`config.mk`:
```
export PLATFORM = sky130hd
export DESIGN_NAME = mod_n_serial_check
export DESIGN_NICKNAME = d
export VERILOG_FILES = /design/src/rtl/mod_n_serial_check.sv
export SDC_FILE = /design/constraint.sdc
export NUM_CORES = 1
export LEC_CHECK = 0
export CORE_MARGIN = 8
export CORE_UTILIZATION = 49
export CTS_CLUSTER_SIZE = 10
export DETAILED_ROUTE_END_ITERATION = 12
export HOLD_SLACK_MARGIN = 0.02
export PLACE_DENSITY_LB_ADDON = 0.1
export RECOVER_POWER = 25
export SYNTH_ARGS = -nofsm -noshare
export SYNTH_HDL_FRONTEND = slang
export SYNTH_SLANG_ARGS = --single-unit
```
`constraint.sdc`:
```
create_clock -name clk -period 4.4 [get_ports clk]
set_clock_uncertainty 0.15 [all_clocks]
set_input_delay 0.66 -clock clk [delete_from_list [all_inputs] [get_ports clk]]
set_output_delay 0.66 -clock clk [all_outputs]
set_load 0.02 [all_outputs]
```
`src/rtl/mod_n_serial_check.sv`:
```
// Serial modulo-DIVISOR checker: folds framed serial bits into a running remainder.
// Bit order is MSB-first by default; define MOD_CHECK_LSB_FIRST_EN for LSB-first frames.
module mod_n_serial_check #(
    parameter int DIVISOR = 5,
    parameter int CNT_W   = 16
) (
    input  logic             clk,
    input  logic             rst_n,
    input  logic             bit_valid_i,
    input  logic             bit_i,
    input  logic             sof_i,
    input  logic             eof_i,
    output logic [$clog2(DIVISOR)-1:0] rem_o,
    output logic             busy_o,
    output logic             result_valid_o,
    output logic             result_div_o,
    output logic [CNT_W-1:0] bit_cnt_o,
    output logic             proto_err_o
);
    localparam int RW = $clog2(DIVISOR);
    localparam logic [RW:0] DIV_EXT = (RW+1)'(DIVISOR);

    localparam logic [1:0] ST_IDLE   = 2'd0;
    localparam logic [1:0] ST_ACTIVE = 2'd1;
    localparam logic [1:0] ST_DONE   = 2'd2;

    logic [1:0]       state_q, state_d;
    logic [RW-1:0]    rem_q, rem_d;
    logic [CNT_W-1:0] cnt_q, cnt_d;
    logic             div_q, div_d;
    logic             perr_q, perr_d;

    logic             start;
    logic             accept;
    logic [RW-1:0]    rem_base;
    logic [RW:0]      rem_sum;
    logic [RW-1:0]    rem_next;

    always_comb begin
        start    = bit_valid_i & sof_i;
        accept   = start | (bit_valid_i & (state_q == ST_ACTIVE));
        // An sof bit always starts from an empty remainder, even when abandoning a frame.
        rem_base = start ? '0 : rem_q;
    end

`ifdef MOD_CHECK_LSB_FIRST_EN
    logic [RW-1:0] w_q, w_d;
    logic [RW-1:0] w_base;
    logic [RW:0]   w_sum;
    logic [RW-1:0] w_next;

    always_comb begin
        w_base   = start ? RW'(1) : w_q;
        rem_sum  = {1'b0, rem_base} + (bit_i ? {1'b0, w_base} : '0);
        rem_next = (rem_sum >= DIV_EXT) ? RW'(rem_sum - DIV_EXT) : rem_sum[RW-1:0];
        w_sum    = {w_base, 1'b0};
        w_next   = (w_sum >= DIV_EXT) ? RW'(w_sum - DIV_EXT) : w_sum[RW-1:0];
        w_d      = accept ? w_next : w_q;
    end

    always_ff @(posedge clk) begin
        if (!rst_n) begin
            w_q <= '0;
        end else begin
            w_q <= w_d;
        end
    end
`else
    always_comb begin
        rem_sum  = {rem_base, bit_i};
        rem_next = (rem_sum >= DIV_EXT) ? RW'(rem_sum - DIV_EXT) : rem_sum[RW-1:0];
    end
`endif

    always_comb begin
        state_d = state_q;
        rem_d   = rem_q;
        cnt_d   = cnt_q;
        div_d   = div_q;
        perr_d  = 1'b0;

        case (state_q)
            ST_ACTIVE: begin
                if (bit_valid_i) begin
                    perr_d = sof_i;
                    if (eof_i) begin
                        state_d = ST_DONE;
                    end
                end
            end
            default: begin
                if (start) begin
                    state_d = eof_i ? ST_DONE : ST_ACTIVE;
                end else begin
                    state_d = ST_IDLE;
                    perr_d  = bit_valid_i;
                end
            end
        endcase

        if (accept) begin
            rem_d = rem_next;
            if (start) begin
                cnt_d = CNT_W'(1);
            end else if (!(&cnt_q)) begin
                cnt_d = cnt_q + CNT_W'(1);
            end
            if (eof_i) begin
                div_d = (rem_next == '0);
            end
        end
    end

    always_ff @(posedge clk) begin
        if (!rst_n) begin
            state_q <= ST_IDLE;
            rem_q   <= '0;
            cnt_q   <= '0;
            div_q   <= 1'b0;
            perr_q  <= 1'b0;
        end else begin
            state_q <= state_d;
            rem_q   <= rem_d;
            cnt_q   <= cnt_d;
            div_q   <= div_d;
            perr_q  <= perr_d;
        end
    end

    assign rem_o          = rem_q;
    assign busy_o         = (state_q == ST_ACTIVE);
    assign result_valid_o = (state_q == ST_DONE);
    assign result_div_o   = div_q;
    assign bit_cnt_o      = cnt_q;
    assign proto_err_o    = perr_q;

endmodule
```
* Yosys cells after proc, flatten, opt, wreduce, memory -nomap -nowiden
Index checks and enable logic that the tools add are counted.
** Word-level totals
- Flip-flop bits (word level) :: 23
- Output and inout bits :: 23
- Logic and storage cells :: 33
** Operators by class
- Add/subtract/negate cells :: 2
- Order comparisons :: 1
- Equal/unequal tests :: 5
- Multiplexer cells :: 12
- Bitwise logic cells :: 3
- Reductions and logical operators :: 5
** Operators with widths (count)
- $mux 16 :: 2
- $add 16x1->16 const B :: 1
- $reduce_and 16->1 :: 1
- $mux 2 :: 5
- $mux 3 :: 2
- $ne 2x2->1 const B :: 3
- $reduce_and 2->1 :: 3
- $ge 4x3->1 const B :: 1
- $logic_not 3->1 :: 1
- $mux 1 :: 3
- $sub 3x3->3 const B :: 1
- $and 1x1->1 :: 2
- $eq 2x1->1 const B :: 1
- $eq 2x2->1 const B :: 1
- $or 1x1->1 :: 1

* Depth between registers and ports, before layout
- Depth in word-level cells :: 5
- Gate-level depth with buffers :: 9
- Depth with buffers taken out :: 7

* Least setup slack after synthesis
OpenSTA, ideal clock, no wires.
- Path type :: input-to-reg
- Start point :: input sof_i
- End point :: register div_q (netlist: result_div_o)
- Library setup time :: 92 ps
- Data arrival time :: 2071 ps
- Required time :: 4158 ps
- Path slack :: 2087 ps
- Stages :: 9
- Cell sequence :: buf_2 -> nand2_1 -> buf_2 -> nand2_1 -> ha_1 -> nand2b_1 -> a211o_1 -> o211a_1 -> o32ai_1
** On the way
- Longest elaborated chain between the ends :: 5
- Elaborated cells between the ends (all ways) :: 8
- Those cells by class :: add/sub: 1; order compare: 1; mux: 2; bitwise: 2; reduce/logical: 2
** Ends and longest elaborated chain
- from (decl) :: line 11 : input logic sof_i,
- $and 1x1->1 (*) :: line 40 : start = bit_valid_i & sof_i;
- $mux 3 :: line 43 : rem_base = start ? '0 : rem_q;
- $ge 4x3->1 or $sub 3x3->3 (tied branches) :: line 71 : rem_next = (rem_sum >= DIV_EXT) ? RW'(rem_sum - DIV_EXT) : rem_sum[RW-1:0];
- $mux 3 :: line 71
- $logic_not 3->1 :: line 109 : div_d = (rem_next == '0);
- to (signal assigned) :: line 125 : div_q <= div_d;
- to (decl) :: line 30 : logic div_q, div_d;
Every way passes the cells marked *; elsewhere a longest branch is shown, timed or not.
A chain may end at the register's enable or synchronous reset.

* Worst setup path after layout
Same ends and word-level chain as after synthesis.

==> summary.txt <==
STA
  • RSZ-0062 raised after global routing: false
  • Final Worst Setup Slack: 1.41 ns
  • Final setup viols: 0
  • Slew @ Worst Pin: 0.815 ns
  • Pins Over Slew Limit: 0
  • Rel. slew slack: 45.6%
  • Fin Setup TNS: 0 ns
  • Period minus WS final: 2.99 ns
  • Final Hold Vio Count: 0
  • Period utilization: around two thirds
  • Fmax: 334 MHz
  • Hold slack: 0.336 ns

GRT
  • Total global-route track usage: 13.6%
  • Largest net degree at the start of global routing: 17
  • Vias in the first global route: 1248
  • Initial antenna violation count: 0
  • First-pass GRT wire length: between 5000 and 6000 um
  • Gr ovfl total: 0

Synth
  • Top post-synthesis cells by count: dfxtp_1 (23), nand2_1 (23), a21oi_1 (9)
  • Commonest register cell after synthesis: dfxtp_1
  • Post-Syn Area: 1430 um2
  • Asr flop ratio synth: 0%
  • Ranking of synthesized cells by area: dfxtp_1 (32%), nand2_1 (6.0%), mux2i_1 (4.9%)
  • Cells after Synth: ~160
  • Synth warnings: 0
  • Avg Inst Size Synth: ~8.7 um2
  • Leading area contributor after synthesis: dfxtp_1
  • Seq cells post-synth: 23
  • Mapped Nets: 173
  • Area fraction of the dominant cell type after synthesis: 32.2%
  • Post-synth cell types: 51
  • Register area share after synthesis: 32.2%
  • Number of synthesized flops with an enable pin: 0

Clock network
  • Root cell of the clock tree: clkbuf_4
  • Clock buffer depth: 2
  • CTS tree: yes
  • Reg clk slew, reported paths: 0.12 ns
  • Hold_buf cts: 0
  • # H-tree levels: 1
  • Clock sink count: 23
  • Cts bufs inserted: 3
  • Worst-Skew Late Latency: about 0.31 ns
  • Total setup buffers inserted after CTS: 0
  • Number of gates resized after CTS: 0

Layout
  • Antenna Cells: 0
  • Final nets: 198
  • Final Cell Area: roughly 1700 um2
  • Final core utilization: between 60% and 70%
  • Layout area overhead: 21.4%
  • Non-filler cells, final: approximately 220
  • Layout cell share with drive strength beyond 1: 9.57%
  • Filler Cell Count: between 200 and 300

Placed design
  • Placed instance area: roughly 1700 um2
  • # placed instances: 215
  • Buffers on Ports: 28
  • Placer congestion estimate: around 0.85
  • Detailed-placement wirelength estimate: 2590 um
  • Post-Place Worst Slack: 1.20 ns

Worst hold path
  • Hold Crit Class: reg2reg
  • Hold Crit Start: result_div_o
  • Hold EP: result_div_o
  • Hold Crit Depth: 2

Worst setup path
  • CP required: 4.47 ns
  • CP Launch Type: input pin
  • Worst R2R Path Depth: 5
  • Critical Path Max Stage Delay: 0.83 ns
  • CP max FO: 11
  • Crit Path Category: in2reg
  • Slowest CP cell: dlygate4sd3_1
  • R2r startpoint: bit_cnt_o[0]
  • CP cell instances: dlygate4sd3_1 -> nand2_1 -> nand2_1 -> ha_1 -> nand2b_1 -> a211o_1 -> o211a_1 -> o32ai_1
  • Crit Reg-Reg Endpoint: bit_cnt_o[0]
  • Critical path's top delay family: buffers and inverters
  • Arr. time, crit path: 3.07 ns
  • Most used cell, CP: nand2_1
  • Reg2reg setup slack: 2.31 ns
  • Crit path buffers/inverters: 1
  • Worst setup EP type: flop

Power
  • Switching part of the total: 27.0%
  • Power Total: 0.366 mW
  • Switch Pwr: ~0.099 mW
  • Clock share of power: 26.7%
  • Power Dens Cells: 211 nW/um2
  • Seq pwr share: 58.9%
  • Peak VDD IR: 0.257 mV
  • Combinational power share: 14.3%
  • Pint: about 0.27 mW
  • Lkg Pwr: 0.617 nW

Route
  • DRC Markers: 0
  • Vias per inst: between 6 and 7
  • DR pass1 iterations: 4
  • Final WL: 3400 um
  • DR iter-0 viols: between 100 and 150
  • Remaining antenna violation count: 0
  • Routed WL per cell: 15.5 um
  • Vias: 1343

Status
  • Status: completed

Floorplanning
  • Num rows: 19
  • Die W: 70 um
  • Core area: 2760 um2
  • IO Pins: 29
  • Die area: about 4900 um2
  • Die span in y: 70 um
  • Initial Util: 51.8%

Run
  • Max cap viols: 0
## state kept, by name, indices dropped and copies added (netlist names)
signal	flops
bit_cnt_o	16
result_div_o	1
proto_err_o	1
rem_o	3
state_q	2
## tightest hold or removal path, delay by kind of cell, from the launching register on
family / cells / cell delay, ns
DFF: 1 / 0.33
AOI/OAI and AO/OA: 1 / 0.07
and+or+nand+nor: 1 / 0.05
## cells in the final DEF, fill, tap and decap left out, drive strengths merged, types with 3 or more instances in the layout
cell type,instances
dfxtp,23
a21oi,9
nand4,6
a211oi,5
nor2,6
o21ai,6
a21boi,4
and2,7
clkbuf,3
ha,3
and4,3
mux2i,7
nand2b,8
dlygate4sd3,9
and3,4
nand2,23
a2111oi,3
inv,6
clkdlybuf4s50,19
nand3,3
## logic make-up (layout without fill, tap and decap cells)
| kind of cell | Yosys count | in the layout | share of synthesized area [%] |
|---|---|---|---|
| adders and majority gates | 3 | 3 | 2.63 |
| buffers and inverters | 15 | 39 | 4.73 |
| muxes | 9 | 9 | 6.74 |
| xor gates and xnor gates | 1 | 1 | 0.613 |
| DFF | 23 | 23 | 32.2 |
| and+or+nand+nor | 67 | 67 | 25.8 |
| AOI/OAI and AO/OA | 46 | 46 | 27.2 |
## layout make-up
class	count	area (um2)	area share, %
inverter	7	26.3	1.52
clock inverter	1	5.00	0.289
multi-input combinational	126	901	51.9
tap	31	38.8	2.24
clock buffer	3	22.5	1.30
sequential	23	460	26.6
timing repair buffer	28	280	16.2
## power by group through the flow
stage | logic, mW | registers [mW] | clock network [mW]
3_3_place_gp | 0.0512 | 0.220 | 0
6_report | 0.0523 | 0.215 | 0.0978
4_1_cts | 0.0534 | 0.216 | 0.102
5_1_grt | 0.0576 | 0.216 | 0.112
2_1_floorplan | 0.0303 | 0.223 | 0
3_5_place_dp | 0.0532 | 0.220 | 0
## routing by layer
metal	share of wire (%)	up-vias	track usage [%]	routed length (um)
met5	0	-	0	0
met2	45	47	22.1	1540
met4	0.74	0	2.01	25
li1	-	667	-	-
met3	6.5	4	4.94	222
met1	47	625	16.9	1600
## worst max-delay path by stage
| stage | endpoint | slack, ns | startpoint | cells after the start |
|---|---|---|---|---|
| after CTS | result_div_o | 1.52 | sof_i | 8 |
| final | result_div_o | 1.41 | sof_i | 8 |
| after global placement | result_div_o | 1.37 | sof_i | 8 |
| after floorplan | result_div_o | 2.09 | sof_i | 9 |
| after detailed placement | result_div_o | 1.20 | sof_i | 8 |
| after global routing | result_div_o | 1.30 | sof_i | 8 |
No activity file was read; power rests on OpenSTA's default activity.
